File: config.mk
export PLATFORM = sky130hd
export DESIGN_NAME = coupling_phase_meter
export DESIGN_NICKNAME = d
export VERILOG_FILES = /design/src/rtl/coupling_pkg.sv /design/src/rtl/phase_result_fifo.sv /design/src/rtl/coupling_phase_meter.sv
export SDC_FILE = /design/constraint.sdc
export NUM_CORES = 1
export LEC_CHECK = 0
export ABC_AREA = 1
export CAP_MARGIN = 20
export CORE_ASPECT_RATIO = 1.4
export CORE_MARGIN = 2
export CORE_UTILIZATION = 61
export CTS_BUF_LIST = sky130_fd_sc_hd__clkbuf_8
export DETAILED_ROUTE_END_ITERATION = 8
export PLACE_DENSITY = 0.82
export SLEW_MARGIN = 20
export SYNTH_ARGS = -nofsm -noshare
export SYNTH_HDL_FRONTEND = slang
export SYNTH_SLANG_ARGS = --single-unit
File: constraint.sdc
create_clock -name clk -period 3.2 [get_ports clk]
set_clock_uncertainty 0.15 [all_clocks]
set_input_delay 0.64 -clock clk [delete_from_list [all_inputs] [get_ports clk]]
set_output_delay 0.64 -clock clk [all_outputs]
set_load 0.05 [all_outputs]
File: src/rtl/coupling_pkg.sv
// Shared definitions for the coupling-cell phase meter: result field layout and FSM states.
package coupling_pkg;

  typedef enum logic {
    IDLE = 1'b0,
    WAIT = 1'b1
  } state_t;

  // Flag bit positions, counted upward from the top of the CNT_W-bit delta field
  localparam int RES_LEAD    = 0;
  localparam int RES_ANTI    = 1;
  localparam int RES_TIMEOUT = 2;

  function automatic int res_width(input int cnt_w);
    return cnt_w + 3;
  endfunction

endpackage

File: src/rtl/phase_result_fifo.sv
// Synchronous result FIFO; wrap-bit pointers, pop frees a slot for a same-cycle push when full.
module phase_result_fifo #(
  parameter int WIDTH = 15,
  parameter int DEPTH = 4
) (
  input  logic             clk,
  input  logic             rst,
  input  logic             i_push,
  input  logic [WIDTH-1:0] i_data,
  input  logic             i_pop,
  output logic [WIDTH-1:0] o_data,
  output logic             o_full,
  output logic             o_empty
);

  localparam int AW = $clog2(DEPTH);

  logic [WIDTH-1:0] r_mem [DEPTH];
  logic [AW:0]      r_wr;
  logic [AW:0]      r_rd;
  logic             w_do_pop;
  logic             w_do_push;

  assign o_empty   = (r_wr == r_rd);
  assign o_full    = (r_wr[AW] != r_rd[AW]) && (r_wr[AW-1:0] == r_rd[AW-1:0]);
  assign w_do_pop  = i_pop & ~o_empty;
  assign w_do_push = i_push & (~o_full | w_do_pop);
  // Storage is not reset; the empty flag masks whatever it holds
  assign o_data    = o_empty ? '0 : r_mem[r_rd[AW-1:0]];

  always_ff @(posedge clk) begin
    if (rst) begin
      r_wr <= '0;
      r_rd <= '0;
    end else begin
      if (w_do_push) r_wr <= r_wr + (AW+1)'(1);
      if (w_do_pop)  r_rd <= r_rd + (AW+1)'(1);
    end
  end

  always_ff @(posedge clk) begin
    if (w_do_push) r_mem[r_wr[AW-1:0]] <= i_data;
  end

endmodule

File: src/rtl/coupling_phase_meter.sv
// Far-end reader of a coupling wavefront line: timestamps sin/cin edges and queues signed
// lead/lag, polarity agreement and timeout per wavefront pair.
module coupling_phase_meter
  import coupling_pkg::*;
#(
  parameter int CNT_W       = 12,
  parameter int TIMEOUT     = 4095,
  parameter int FIFO_DEPTH  = 4,
  parameter int SYNC_STAGES = 2
) (
  input  logic             clk,
  input  logic             rst,
  input  logic             enable,
  input  logic             sin,
  input  logic             cin,
  input  logic             clr_ovf,
  output logic             res_valid,
  input  logic             res_ready,
  output logic [CNT_W+2:0] res_data,
  output logic             overflow,
  output logic             busy
);

  localparam int              RES_W = res_width(CNT_W);
  localparam logic [CNT_W-1:0] TMO  = CNT_W'(TIMEOUT);

  logic [SYNC_STAGES-1:0] r_sync_s;
  logic [SYNC_STAGES-1:0] r_sync_c;
  logic                   r_hist_s;
  logic                   r_hist_c;
  state_t                 r_state;
  logic [CNT_W-1:0]       r_cnt;
  logic                   r_lead_cin;
  logic                   r_lead_pol;
  logic                   r_ovf;

  logic             w_e_s, w_e_c, w_p_s, w_p_c;
  logic             w_fol_e, w_fol_p, w_ldr_e, w_ldr_p;
  logic             w_push, w_pop, w_full, w_empty, w_drop;
  logic [RES_W-1:0] w_push_data;

  // Stage: synchronizers and edge history (both lines see identical latency)
  always_ff @(posedge clk) begin
    if (rst) begin
      r_sync_s <= '0;
      r_sync_c <= '0;
      r_hist_s <= 1'b0;
      r_hist_c <= 1'b0;
    end else begin
      r_sync_s <= {r_sync_s[SYNC_STAGES-2:0], sin};
      r_sync_c <= {r_sync_c[SYNC_STAGES-2:0], cin};
      r_hist_s <= r_sync_s[SYNC_STAGES-1];
      r_hist_c <= r_sync_c[SYNC_STAGES-1];
    end
  end

  assign w_p_s   = r_sync_s[SYNC_STAGES-1];
  assign w_p_c   = r_sync_c[SYNC_STAGES-1];
  assign w_e_s   = w_p_s ^ r_hist_s;
  assign w_e_c   = w_p_c ^ r_hist_c;
  assign w_fol_e = r_lead_cin ? w_e_s : w_e_c;
  assign w_fol_p = r_lead_cin ? w_p_s : w_p_c;
  assign w_ldr_e = r_lead_cin ? w_e_c : w_e_s;
  assign w_ldr_p = r_lead_cin ? w_p_c : w_p_s;

  // Stage: decide whether this cycle closes a measurement
  always_comb begin
    w_push      = 1'b0;
    w_push_data = '0;
    if (enable) begin
      if (r_state == IDLE) begin
        if (w_e_s && w_e_c) begin
          w_push                          = 1'b1;
          w_push_data[CNT_W+RES_ANTI]     = w_p_s ^ w_p_c;
        end
      end else if (w_fol_e) begin
        w_push                          = 1'b1;
        w_push_data[CNT_W-1:0]          = r_cnt;
        w_push_data[CNT_W+RES_LEAD]     = r_lead_cin;
        w_push_data[CNT_W+RES_ANTI]     = w_fol_p ^ r_lead_pol;
      end else if (r_cnt == TMO) begin
        w_push                          = 1'b1;
        w_push_data[CNT_W-1:0]          = TMO;
        w_push_data[CNT_W+RES_LEAD]     = r_lead_cin;
        w_push_data[CNT_W+RES_TIMEOUT]  = 1'b1;
      end
    end
  end

  always_ff @(posedge clk) begin
    if (rst) begin
      r_state    <= IDLE;
      r_cnt      <= '0;
      r_lead_cin <= 1'b0;
      r_lead_pol <= 1'b0;
    end else if (!enable) begin
      r_state <= IDLE;
      r_cnt   <= '0;
    end else begin
      case (r_state)
        IDLE: begin
          if (w_e_s ^ w_e_c) begin
            r_state    <= WAIT;
            r_lead_cin <= w_e_c;
            r_lead_pol <= w_e_c ? w_p_c : w_p_s;
            r_cnt      <= CNT_W'(1);
          end
        end
        WAIT: begin
          if (w_fol_e || (r_cnt == TMO)) begin
            r_state <= IDLE;
            r_cnt   <= '0;
          end else if (w_ldr_e) begin
            r_lead_pol <= w_ldr_p;
            r_cnt      <= CNT_W'(1);
          end else begin
            r_cnt <= r_cnt + CNT_W'(1);
          end
        end
        default: r_state <= IDLE;
      endcase
    end
  end

  // Stage: result queue and sticky overflow (a drop beats a same-cycle clear)
  assign w_pop  = res_ready & ~w_empty;
  assign w_drop = w_push & w_full & ~w_pop;

  always_ff @(posedge clk) begin
    if (rst)          r_ovf <= 1'b0;
    else if (w_drop)  r_ovf <= 1'b1;
    else if (clr_ovf) r_ovf <= 1'b0;
  end

  phase_result_fifo #(
    .WIDTH (RES_W),
    .DEPTH (FIFO_DEPTH)
  ) u_fifo (
    .clk     (clk),
    .rst     (rst),
    .i_push  (w_push),
    .i_data  (w_push_data),
    .i_pop   (w_pop),
    .o_data  (res_data),
    .o_full  (w_full),
    .o_empty (w_empty)
  );

  assign res_valid = ~w_empty;
  assign overflow  = r_ovf;
  assign busy      = (r_state != IDLE);

endmodule
==> flow_metrics.env <==
export IMPL_fp_dieArea_sq_mm=0.00732
export IMPL_tightest_slew_ns=0.786
export IMPL_muxShareOfSynthArea_pct=0
export IMPL_cts_resized=0
export IMPL_final_util_pct=70.3
export IMPL_cts_made_buffers=9
export IMPL_grt_ovfl_total=0
export IMPL_num_fill_cells=466
export IMPL_initial_utilization_pct=62.1
export IMPL_drive_above_1_share_pct=13.2
export IMPL_endpoint_kind="output pin"
export IMPL_rrSetupSlack_ns=1.06
export IMPL_wire_per_inst_microns=15.2
export IMPL_dr_pass1_iters=5
export IMPL_max_slew_margin_rel_pct=47.5
export IMPL_first_iter_violations=288
export IMPL_crit_path_max_fanout=17
export IMPL_synth_top_family_by_area="simple AND/OR/NAND/NOR gates"
export IMPL_ys_warn_count=0
export IMPL_portBuffers=24
export IMPL_switchingPower_mw=0.871
export IMPL_crit_reg2reg_capture="r_cnt[7]"
export IMPL_antennaDiodeCount=0
export IMPL_cts_sinks=90
export IMPL_synth_compound_area_share_pct=11.4
export IMPL_cts_root_buffer="clkbuf_8"
export IMPL_dpl_hpwl_microns=5670
export IMPL_final_cell_mix="nor2_1, nand2_1, edfxtp_1, inv_1"
export IMPL_cts_hold_buffers=0
export IMPL_ant_nets=0
export IMPL_syn_instance_count=424
export IMPL_reg2reg_depth=9
export IMPL_wl_microns=8130
export IMPL_grt_max_degree=31
export IMPL_path_class="reg -> out"
export IMPL_power_frac_clock_pct=30.8
export IMPL_final_nets=470
export IMPL_die_w_microns=72.9
export IMPL_hold_end="r_sync_c[1]"
export IMPL_fin_tns_setup_ns=0
export IMPL_p_sw_share_pct=31.3
export IMPL_finalWeightedCongestion=0.859
export IMPL_hold_path_class="reg -> reg"
export IMPL_rows=35
export IMPL_htreeDepth=3
export IMPL_yosys_area_share_adder_pct=2.16
export IMPL_postCtsSetupBuffers=0
export IMPL_first_global_vias=2925
export IMPL_drv_slew=0
export IMPL_clk_latency_ns=0.36
export IMPL_ir_drop_v=0.000288
export IMPL_syn_nets=438
export IMPL_grt_pass1_wl_microns=13600
export IMPL_p_per_area_mw_per_mm2=606
export IMPL_r2r_start="r_sync_s[1]"
export IMPL_final_hold_viol_count=0
export IMPL_cts_tree="yes"
export IMPL_synthSimpleGateAreaFrac_pct=19.0
export IMPL_core_sq_mm=0.00653
export IMPL_netlist_area_sq_mm=0.00405
export IMPL_remaining_drc_errors=0
export IMPL_start_kind="flop"
export IMPL_vias_per_cell=5.58
export IMPL_cts_clk_slew_worst_paths_ns=0.09
export IMPL_period_share_pct=89.7
export IMPL_clk_path_buf_depth=2
export IMPL_p_comb_share_pct=22.6
export IMPL_required_ns=2.41
export IMPL_synth_yosys_seq_area_share_pct=59.3
export IMPL_grt_antenna_before_repair=0
export IMPL_cp_data_arrival_time_ns=2.08
export IMPL_hp_start="r_sync_c[0]"
export IMPL_status="complete, no violations"
export IMPL_finalSetupViolCount=0
export IMPL_p_seq_share_pct=46.6
export IMPL_leakagePower_nw=1.82
export IMPL_ios=25
export IMPL_fin_crit_ns=2.87
export IMPL_synth_xor_area_share_pct=1.51
export IMPL_postSynthAreaPerCell_sq_um=9.55
export IMPL_internal_power_mw=1.91
export IMPL_whs_path_depth=2
export IMPL_routed_via_count=2987
export IMPL_synth_cell_type_count=28
export IMPL_fp_dieH_microns=100
export IMPL_max_freq_mhz=348
export IMPL_drv_cap=0
export IMPL_rsz0062_at_grt="no"
export IMPL_area_delta_synth_final_pct=13.3
export IMPL_ys_ff_latch=90
export IMPL_grtUsageTotal_pct=24.4
export IMPL_layout_commonest_cell="nor2_1"
logic make-up (layout without fill, tap and decap cells):
group,after synthesis,in the layout
simple gates,172,172
xor+xnor,7,7
compound gates,79,79
buf+inv,69,106
fa+ha+maj,7,7
flops,90,90
worst max-delay path, cell delays in order (launching register included):
cell	delay [ns]
dfxtp_1	0.68
buf_4	0.30
nor2_1	0.06
o32ai_1	0.35
nand2_1	0.08
inv_1	0.06
buf_4	0.18
cell usage after synthesis (all sizes together):
library cell  instances  area share, %
nor2                 77            7.9
nand2                72            7.3
edfxtp               60             44
inv                  56            5.2
o21ai                32            4.0
dfxtp                30             15
a21oi                28            3.6
nand3                15            2.7
o32ai                15            3.2
clkbuf                9           0.83
ha                    7            2.2
xor2                  6            1.3
buf                   4           0.62
nand4                 4           0.62
nor3                  4           0.49
o22ai                 4           0.62
xnor2                 1           0.22
stage by stage:
step	setup WS (ns)	power, mW	instances	hold WS [ns]	cell area (sq um)
after global placement	0.794	1.93	519	0.246	4360
after floorplan	0.787	1.77	424	0.238	4050
after detailed placement	0.736	1.95	519	0.251	4360
final	0.330	2.78	535	0.259	4590
after CTS	0.333	2.79	535	0.264	4590
after global routing	0.175	2.90	535	0.307	4590
power groups by stage:
stage / combinational (mW) / clock [mW] / sequential, mW
2_1_floorplan: 0.470 / 0 / 1.29
3_3_place_gp: 0.613 / 0 / 1.32
3_5_place_dp: 0.628 / 0 / 1.32
4_1_cts: 0.632 / 0.865 / 1.30
5_1_grt: 0.689 / 0.911 / 1.30
6_report: 0.629 / 0.857 / 1.30
area by class of cell:
type / count / area [sq um] / share of cell area [%]
Clock inverter: 6 / 90.1 / 1.96
Clock buffer: 10 / 138 / 3.00
Timing Repair Buffer: 34 / 278 / 6.05
Sequential cell: 90 / 2400 / 52.3
Tap cell: 74 / 92.6 / 2.02
Multi-Input combinational cell: 265 / 1380 / 30.0
Inverter: 56 / 210 / 4.58
how the worst max path moves through the flow:
stage / from / endpoint / slack, ns / cells after the start
CTS: flop / res_data[8] / 0.33 / 6
floorplan: busy / u_fifo.r_mem[0][0] / 0.79 / 4
global route: flop / res_data[11] / 0.17 / 6
detailed placement: enable / u_fifo.r_mem[0][4] / 0.74 / 6
finish: flop / res_data[8] / 0.33 / 6
global placement: enable / u_fifo.r_mem[1][8] / 0.79 / 6
metal layers:
metal | track usage (%) | wire length [microns]
met5 | 0 | 0
met2 | 41.3 | 4230
met4 | 8.97 | 163
met1 | 31.2 | 3350
met3 | 4.32 | 390
flip-flops by register name (all words and copies together) (netlist names), named ones only:
name and cells:
u_fifo.r_wr 3, r_cnt 12, r_sync_s 2, u_fifo.r_rd 3
busy 1, u_fifo.r_mem 60, r_hist_s 1, r_hist_c 1
r_lead_cin 1, r_sync_c 2, overflow 1, r_lead_pol 1
Note: power is estimated with default switching activity, not from simulation.
